### src/rtl/rr_arb_tree_pipe_ic.sv
// Rotating round-robin N-to-1 arbiter for the icache interconnect, with burst hold
// and an optional 2-entry output buffer toward the cache bank.
module rr_arb_tree_pipe_ic #(
  parameter int ADDR_WIDTH = 32,
  parameter int ID_WIDTH   = 20,
  parameter int N_MASTER   = 16,
  parameter int MAX_BURST  = 4,
  parameter int OUT_REG    = 1
) (
  input  logic                           clk,
  input  logic                           rst,
  input  logic [N_MASTER-1:0]            data_req_i,
  input  logic [N_MASTER*ADDR_WIDTH-1:0] data_add_i,
  input  logic [N_MASTER*ID_WIDTH-1:0]   data_ID_i,
  output logic [N_MASTER-1:0]            data_gnt_o,
  output logic                           data_req_o,
  output logic [ADDR_WIDTH-1:0]          data_add_o,
  output logic [ID_WIDTH-1:0]            data_ID_o,
  input  logic                           data_gnt_i
);

  localparam int PTR_W = (N_MASTER > 1) ? $clog2(N_MASTER) : 1;
  localparam int RUN_W = (MAX_BURST > 1) ? $clog2(MAX_BURST + 1) : 1;
  localparam int ENT_W = ADDR_WIDTH + ID_WIDTH;

  logic [PTR_W-1:0]      ptr;
  logic [PTR_W-1:0]      last_w;
  logic [RUN_W-1:0]      run;
  logic [RUN_W-1:0]      run_n;
  logic [PTR_W-1:0]      win;
  logic [PTR_W:0]        idx;
  logic                  found;
  logic                  any_req;
  logic                  accept;
  logic                  buf_full;
  logic [ADDR_WIDTH-1:0] sel_add;
  logic [ID_WIDTH-1:0]   sel_id;
  logic [ENT_W-1:0]      sel_ent;

  assign any_req = |data_req_i;

  // Search ptr, ptr+1, ... wrapping at N_MASTER (works for non-power-of-two N).
  always_comb begin
    win   = '0;
    found = 1'b0;
    idx   = '0;
    for (int k = 0; k < N_MASTER; k++) begin
      idx = {1'b0, ptr} + (PTR_W+1)'(k);
      if (idx >= (PTR_W+1)'(N_MASTER)) idx = idx - (PTR_W+1)'(N_MASTER);
      if (!found && data_req_i[idx[PTR_W-1:0]]) begin
        found = 1'b1;
        win   = idx[PTR_W-1:0];
      end
    end
  end

  always_comb begin
    sel_add = '0;
    sel_id  = '0;
    for (int i = 0; i < N_MASTER; i++) begin
      if (any_req && win == PTR_W'(i)) begin
        sel_add = data_add_i[i*ADDR_WIDTH +: ADDR_WIDTH];
        sel_id  = data_ID_i[i*ID_WIDTH +: ID_WIDTH];
      end
    end
  end

  assign sel_ent = {sel_add, sel_id};

  always_comb begin
    if (OUT_REG != 0) accept = any_req && !buf_full && !rst;
    else              accept = any_req && data_gnt_i && !rst;
  end

  always_comb begin
    data_gnt_o = '0;
    for (int i = 0; i < N_MASTER; i++) begin
      data_gnt_o[i] = accept && (win == PTR_W'(i));
    end
  end

  assign run_n = (win == last_w) ? run + 1'b1 : RUN_W'(1);

  // Burst hold: priority stays on the winner until it has MAX_BURST grants in a row.
  always_ff @(posedge clk) begin
    if (rst) begin
      ptr    <= '0;
      last_w <= '0;
      run    <= '0;
    end else if (accept) begin
      last_w <= win;
      if (run_n == RUN_W'(MAX_BURST)) begin
        ptr <= (win == PTR_W'(N_MASTER-1)) ? '0 : win + 1'b1;
        run <= '0;
      end else begin
        ptr <= win;
        run <= run_n;
      end
    end
  end

  generate
    if (OUT_REG != 0) begin : g_buf
      logic [1:0]       cnt;
      logic [ENT_W-1:0] ent0;
      logic [ENT_W-1:0] ent1;
      logic             push;
      logic             pop;

      assign push = accept;
      assign pop  = (cnt != 2'd0) && data_gnt_i;

      // ent0 is always the head; push+pop together only happens at cnt==1.
      always_ff @(posedge clk) begin
        if (rst) begin
          cnt  <= '0;
          ent0 <= '0;
          ent1 <= '0;
        end else begin
          case ({push, pop})
            2'b11: ent0 <= sel_ent;
            2'b10: begin
              if (cnt == 2'd0) ent0 <= sel_ent;
              else             ent1 <= sel_ent;
              cnt <= cnt + 2'd1;
            end
            2'b01: begin
              ent0 <= ent1;
              cnt  <= cnt - 2'd1;
            end
            default: ;
          endcase
        end
      end

      assign buf_full               = (cnt == 2'd2);
      assign data_req_o             = (cnt != 2'd0);
      assign {data_add_o, data_ID_o} = ent0;
    end else begin : g_comb
      assign buf_full   = 1'b0;
      assign data_req_o = any_req;
      assign data_add_o = sel_add;
      assign data_ID_o  = sel_id;
    end
  endgenerate

endmodule
### config.mk
export PLATFORM = sky130hd
export DESIGN_NAME = rr_arb_tree_pipe_ic
export DESIGN_NICKNAME = d
export VERILOG_FILES = /design/src/rtl/rr_arb_tree_pipe_ic.sv
export SDC_FILE = /design/constraint.sdc
export NUM_CORES = 1
export LEC_CHECK = 0
export ABC_AREA = 1
export ABC_CLOCK_PERIOD_IN_PS = 5650
export BUFFER_PORTS_ARGS = -buffer_cell sky130_fd_sc_hd__buf_2
export CAP_MARGIN = 20
export CORE_AREA = 2 2 357 359
export DETAILED_ROUTE_END_ITERATION = 10
export DIE_AREA = 0 0 359 361
export PLACE_DENSITY = 0.34
export SLEW_MARGIN = 25
export SYNTH_ARGS = -nofsm -noshare
export SYNTH_HDL_FRONTEND = slang
export SYNTH_SLANG_ARGS = --single-unit
export TNS_END_PERCENT = 1
### constraint.sdc
create_clock -name clk -period 5.65 [get_ports clk]
set_input_delay 0.565 -clock clk [delete_from_list [all_inputs] [get_ports clk]]
set_output_delay 0.565 -clock clk [all_outputs]
set_load 0.05 [all_outputs]
## Word level (Yosys, flattened, before mapping)

Index checks and enable logic that the tools add are counted.

| cells by class | value |
|---|---|
| bitwise operators | 1 |
| magnitude comparators | 32 |
| eq/ne operators | 22 |
| reduce and logical (&&, ||, !) cells | 75 |
| muxes and demuxes | 118 |
| add/sub/neg operators | 35 |

Operators with widths:

| kind | number |
|---|---|
| 32-bit two-way mux | 16 |
| 20-bit two-way mux | 16 |
| 52-bit one-hot mux with 3 select lines | 1 |
| 4-bit two-way mux | 34 |
| 4-bit by 5-bit less-than comparator with 1-bit output, second input constant | 16 |
| 5-bit greater-or-equal comparator, second input constant | 15 |
| 1-bit binary-select mux with 4-bit select | 16 |
| 4-bit by 1-bit subtractor with 4-bit output, second input constant | 16 |
| 52-bit two-way mux | 1 |
| 1-bit logical AND | 50 |
| 4-bit by 4-bit adder with 5-bit output, second input constant | 8 |
| 4-bit equality test, second input constant | 8 |
| 1-bit two-way mux | 31 |
| 4-bit by 3-bit adder with 5-bit output, second input constant | 4 |
| 1-bit logical NOT | 17 |
| 4-bit by 3-bit equality test with 1-bit output, second input constant | 4 |
| 16-bit OR reduction | 1 |
| 4-bit by 2-bit adder with 5-bit output, second input constant | 2 |
| 4-bit by 2-bit equality test with 1-bit output, second input constant | 2 |
| 2-bit equality test, second input constant | 3 |
| 3-bit two-way mux | 2 |
| 4-bit by 1-bit adder with 5-bit output, second input constant | 1 |
| 4-bit by 5-bit greater-or-equal comparator with 1-bit output, second input constant | 1 |
| 4-bit by 1-bit adder with 4-bit output, second input constant | 1 |
| other kinds (15) | 17 |

| word-level totals | value |
|---|---|
| logic and storage cells | 289 |
| bits in registers | 117 |
| input bits | 851 |
| output and inout bits | 69 |

## Logic depth before layout (Yosys ltp)

| logic depth | value |
|---|---|
| depth in word-level cells | 70 |
| mapped depth | 47 |
| mapped depth without buffers | 45 |

## Worst setup path before layout

No wires, ideal clock.

| timing path | value |
|---|---|
| path type | register to output |
| start | reg ptr[1] |
| end | out data_gnt_o[9] |
| buffers on the path | 6 |
| data arrival time | 5,102 ps |
| data required time | 5,085 ps |
| cell stages (with the launch flop) | 31 |
| path slack | -17 ps |
| cells stage by stage | dfxtp_1 -> inv_2 -> buf_2 -> ha_1 -> inv_1 -> buf_2 -> nand3_1 -> nand3_1 -> nand2_1 -> nand2_2 -> nand2_4 -> nor2_8 -> nand4_4 -> nor2_2 -> nand4_2 -> nor4_2 -> nand2_1 -> o31ai_1 -> o221ai_1 -> a21oi_1 -> nand2_1 -> o21ai_1 -> ha_1 -> clkbuf_1 -> inv_1 -> nor2_1 -> inv_2 -> buf_2 -> clkbuf_1 -> buf_2 -> nor2_1 |

| on the way | value |
|---|---|
| word-level cells in the longest chain between the ends | 52 |
| elaborated cells between the ends (all ways) | 158 |
| classes of those cells | add/sub: 31; order compare: 16; eq/ne: 1; mux: 79; reduce/logical: 31 |

RTL lines:

| item | line | RTL |
|---|---|---|
| from (decl) | 26 | `logic [PTR_W-1:0] ptr;` |
| from (signal assigned) | 93 | `ptr <= (win == PTR_W'(N_MASTER-1)) ? '0 : win + 1'b1;` |
| from (signal assigned) | 96 | `ptr <= win;` |
| parallel branches: the longest is 49 deep, another holds 4-bit by 1-bit adder with 5-bit output | -- |  |
| 4-bit two-way mux * | 50 | `if (!found && data_req_i[idx[PTR_W-1:0]]) begin` |
| 4-bit equality test * | 78 | `data_gnt_o[i] = accept && (win == PTR_W'(i));` |
| 1-bit logical AND * | 78 |  |
| to (decl) | 15 | `output logic [N_MASTER-1:0] data_gnt_o,` |

Mark *: on every way between the ends. The select of a mux whose other input is x is not followed.

## Worst setup path in the final report

| timing path | value |
|---|---|
| start | reg ptr[0] |
| end | reg g_buf.ent1[11] |

| on the way | value |
|---|---|
| word-level cells in the longest chain between the ends | 68 |
| elaborated cells between the ends (all ways) | 204 |
| classes of those cells | add/sub: 31; order compare: 16; eq/ne: 15; mux: 95; reduce/logical: 47 |

RTL lines:

| item | line | RTL |
|---|---|---|
| parallel branches: the longest is 49 deep, another holds 4-bit by 1-bit adder with 5-bit output | -- |  |
| 4-bit two-way mux * | 50 |  |
| via win[1] | 30 | `logic [PTR_W-1:0] win;` |
| 4-bit logical NOT | 61 | `if (any_req && win == PTR_W'(i)) begin` |
| 1-bit logical AND | 61 |  |
| 20-bit two-way mux (15 in a row) | 61 |  |
| 20-bit two-way mux * | 61 |  |
| to (signal assigned) | 124 | `else ent1 <= sel_ent;` |
| to (decl) | 106 | `logic [ENT_W-1:0] ent1;` |

Mark *: on every way through the listed nets, which the timed path passes. The select of a mux whose other input is x is not followed.
A chain may end at the register's enable or synchronous reset.

==> flow_results.org <==
** Synthesis
- Count of flip-flops with a built-in enable after synthesis :: 0
- The largest total area in the synthesized netlist belongs to sky130_fd_sc_hd__nand2_1.
- Yosys printed 0 warnings.
- Dominant cell by count in the synthesized netlist :: sky130_fd_sc_hd__nand2_1
- Synthesized instance count :: 3246
- Sorting the synthesized cells by how often they occur yields sky130_fd_sc_hd__nand2_1 (1216), sky130_fd_sc_hd__nand3_1 (515), sky130_fd_sc_hd__inv_1 (290).
- Averaged over all synthesized cells, the footprint is 5.06 um^2.
- Fraction of synthesized cell area taken by the top area cell type :: 27.8%
- Ranking of synthesized cells by area :: sky130_fd_sc_hd__nand2_1 (28%), sky130_fd_sc_hd__nand3_1 (16%), sky130_fd_sc_hd__dfxtp_1 (14%)
- Counting flops and latches in the post-synthesis netlist gives 117.
- Sequential elements use 14.3% of the synthesized area.
- The number of nets handed over by synthesis was 4111.
- Fraction of registers with async set or reset after synthesis :: 0%
- The netlist uses 49 different library cells.
- The synthesized netlist occupies a cell area of 16400 um^2.
- Ys flop type :: sky130_fd_sc_hd__dfxtp_1

** STA
- The worst pin sits at a relative slew slack of 34.5%.
- At the pin with the least slew margin, the transition time is 0.983 ns.
- Of the available clock period, the critical path in the final layout requires 99.5%.
- Final Max Tran Viols :: 0
- Summed over all failing endpoints, the final setup total negative slack is 0 ns.
- The smallest clock period supported by the final layout is computed as 5.62 ns.
- Derived from the worst setup path, the maximum achievable clock frequency is 178 MHz.
- Post-route clock skew :: 0.0283 ns
- Setup Viol. Count Final :: 0
- The worst path meets setup with 0.0280 ns of slack.
- Unrepaired setup endpoints after global routing :: yes
- Final hold violations :: 0

** Setup path
- The startpoint identified for the worst register-to-register timing path is ptr[0].
- CP peak stage delay :: 0.36 ns
- Dominant cell type by count on the critical path :: sky130_fd_sc_hd__nand2_1
- Setup slack of the most critical reg-to-reg path :: 0.03 ns
- Data on the critical path arrives at its endpoint at 5.99 ns.
- By startpoint and endpoint, the worst setup path is classified as reg -> reg.
- Top fanout value on the critical path :: 27
- The worst setup path is launched from a flop.
- Sort of element at the end of the critical path :: flop
- For this design, the slowest cell found on the critical path is sky130_fd_sc_hd__dfxtp_2.
- For the worst setup path, the data required time is 6.02 ns.
- Origin of the worst setup path :: ptr[0]

** CTS
- Clock transition at the register clock pins on the worst setup and hold paths after CTS :: 0.07 ns
- Depth of the CTS H-tree :: 4
- Latest clock arrival within the worst-skew pair :: 0.49 ns
- Post-CTS Hold Buffers :: 0
- The root buffer cell chosen for the clock tree is sky130_fd_sc_hd__clkbuf_16.
- TritonCTS created 17 clock buffers.
- Maximum clock path buffer count :: 2
- Clock tree from TritonCTS :: done
- Counting every sink on the clock net gives 117.

** Cells and area
- Number of fill cells :: 14700
- The net count of the finished layout is 5237.
- Area of the multi-input gates :: 13700 um^2
- Final Cell Area :: 29200 um^2
- Area added between synthesis and finish :: 77.8%
- Layout cells sized above 1 :: 41.8%
- In the final layout, flip-flops and latches occupy 2350 um^2.
- Core occupancy in the finished layout :: 23.3%

** Floorplanning
- Y dimension of the die :: 361 um
- The floorplan step defined a die boundary enclosing 130000 um^2.
- The floorplan step set the die width to 359 um.
- The total area inside the core boundary comes to 125000 um^2.
- The floorplan has 130 rows.
- For this configuration, the core starts out at a cell density of 13.1%.
- Number of placed I/O pins :: 920

** Place
- After legalization and detailed placement, the total HPWL measured 122 mm.
- Final RePlAce weighted congestion :: 0.947
- At the placement stage, the worst setup path has a slack of -0.783 ns.
- Port Buffer Count :: 919
- Placed cell area :: 25800 um^2

** Routing
- The final route contains 25800 vias.
- Post-detailed-route wirelength per cell :: 24.3 um
- After detailed routing, the total wire length is 147 mm.
- The count of nets left with antenna violations once routing finished came out at 0.
- Number of DRC violations after detailed routing :: 0
- TritonRoute pass-1 iters :: 5
- Starting DRC count in detailed routing :: 2018
- Drt via density :: 4.26

** Global routing
- For this run, the total global-route usage over all layers was measured as 21.8%.
- Summed over all layers, the global routing overflow is 0.
- The via count of the first global-routing pass is 25500.
- The first global-routing pass estimated 199 mm of wire.
- Pin count of the biggest net entering global routing :: 90
- Antenna violations before repair :: 69

** Min path
- The worst hold path begins at data_add_i[483].
- Hold WC Path Type :: in -> reg

** Status
- The flow ran to the end, and the final reports show no timing, DRC or antenna violations.

** Job
- Max-cap violations in this run came to 0.
worst paths after layout:
| path | depth (start not counted) | end |
|---|---|---|
| worst min register to register | 2 | g_buf.ent0[24] |
| worst max-delay path | 45 | g_buf.ent1[11] |
| worst max register to register | 45 | g_buf.ent1[11] |
| worst min-delay path | 5 | g_buf.ent1[23] |
critical path: cells and delay by family, from the launching register on:
family	cells	cell delay, ns
flops	1	0.36
simple gates	24	2.34
buf+inv	13	1.55
fa+ha+maj	2	0.49
compound gates	6	0.72
stage by stage:
stage	instances	hold WS, ns
after floorplan	3246	0.456
after global placement	5940	0.451
after detailed placement	5940	0.455
after CTS	6014	0.381
after global routing	6046	0.414
final	6055	0.425
routing by layer:
metal,track usage [%],up-vias,routed length [um]
met3,3.77,164,7850
met2,38.3,956,71100
li1,-,12600,-
met1,27.9,12100,65000
met4,4.13,46,2660
met5,0,-,286
sequential cells by signal (all words and copies together), names as in the netlist:
signal	cells
ptr	4
g_buf.cnt	2
last_w	4
g_buf.ent1	52
run	3
g_buf.ent0	52
cells in the final DEF, fill, tap and decap left out, types with 20 or more instances in the layout:
master / synthesis / final
sky130_fd_sc_hd__buf_6: 5 / 33
sky130_fd_sc_hd__or2_2: 43 / 43
sky130_fd_sc_hd__nand4_1: 40 / 40
sky130_fd_sc_hd__nand2_2: 8 / 129
sky130_fd_sc_hd__nand3_4: 2 / 29
sky130_fd_sc_hd__nor2_1: 265 / 249
sky130_fd_sc_hd__buf_4: 14 / 272
sky130_fd_sc_hd__nand2_1: 1216 / 1040
sky130_fd_sc_hd__nand3_1: 515 / 398
sky130_fd_sc_hd__inv_2: 39 / 42
sky130_fd_sc_hd__or2_0: 71 / 71
sky130_fd_sc_hd__a21oi_1: 133 / 124
sky130_fd_sc_hd__o211ai_1: 48 / 48
sky130_fd_sc_hd__nand3_2: 1 / 91
sky130_fd_sc_hd__or2_1: 30 / 30
sky130_fd_sc_hd__buf_2: 68 / 910
sky130_fd_sc_hd__nand2_4: 1 / 56
sky130_fd_sc_hd__clkbuf_16: 0 / 20
sky130_fd_sc_hd__inv_1: 290 / 273
sky130_fd_sc_hd__dfxtp_1: 117 / 113
sky130_fd_sc_hd__o21ai_0: 107 / 106
sky130_fd_sc_hd__diode_2: 0 / 20
sky130_fd_sc_hd__buf_12: 0 / 85
cell families (layout without fill, tap and decap cells):
kind of cell    after synthesis  in the layout  synth area share [%]
simple gates               2233           2233                  59.5
compound gates              320            320                  10.6
other cells                   0             20                     0
xor+xnor                     13             13                 0.922
fa+ha+maj                    14             14                  1.07
flops                       117            117                  14.3
buf+inv                     549           1688                  13.7
repair_timing:
action	in CTS	in global routing
buffers inserted	32	19
gates cloned	11	3
resized for setup	322	202
endpoints found under the setup margin	115	115
pin swaps	65	108
area by class of cell:
cell class	count	share of cell area, %
multi-input combinational	2580	46.8
timing repair buffer	1320	31.3
sequential	117	8.04
tap	1650	7.07
inverter	334	4.50
clock buffer	17	1.46
clock inverter	15	0.531
antenna	20	0.171
timing repair inverter	2	0.0942
Power is not shown: default switching activity piles up to over one toggle a cycle in this logic, so the estimate is an artifact.
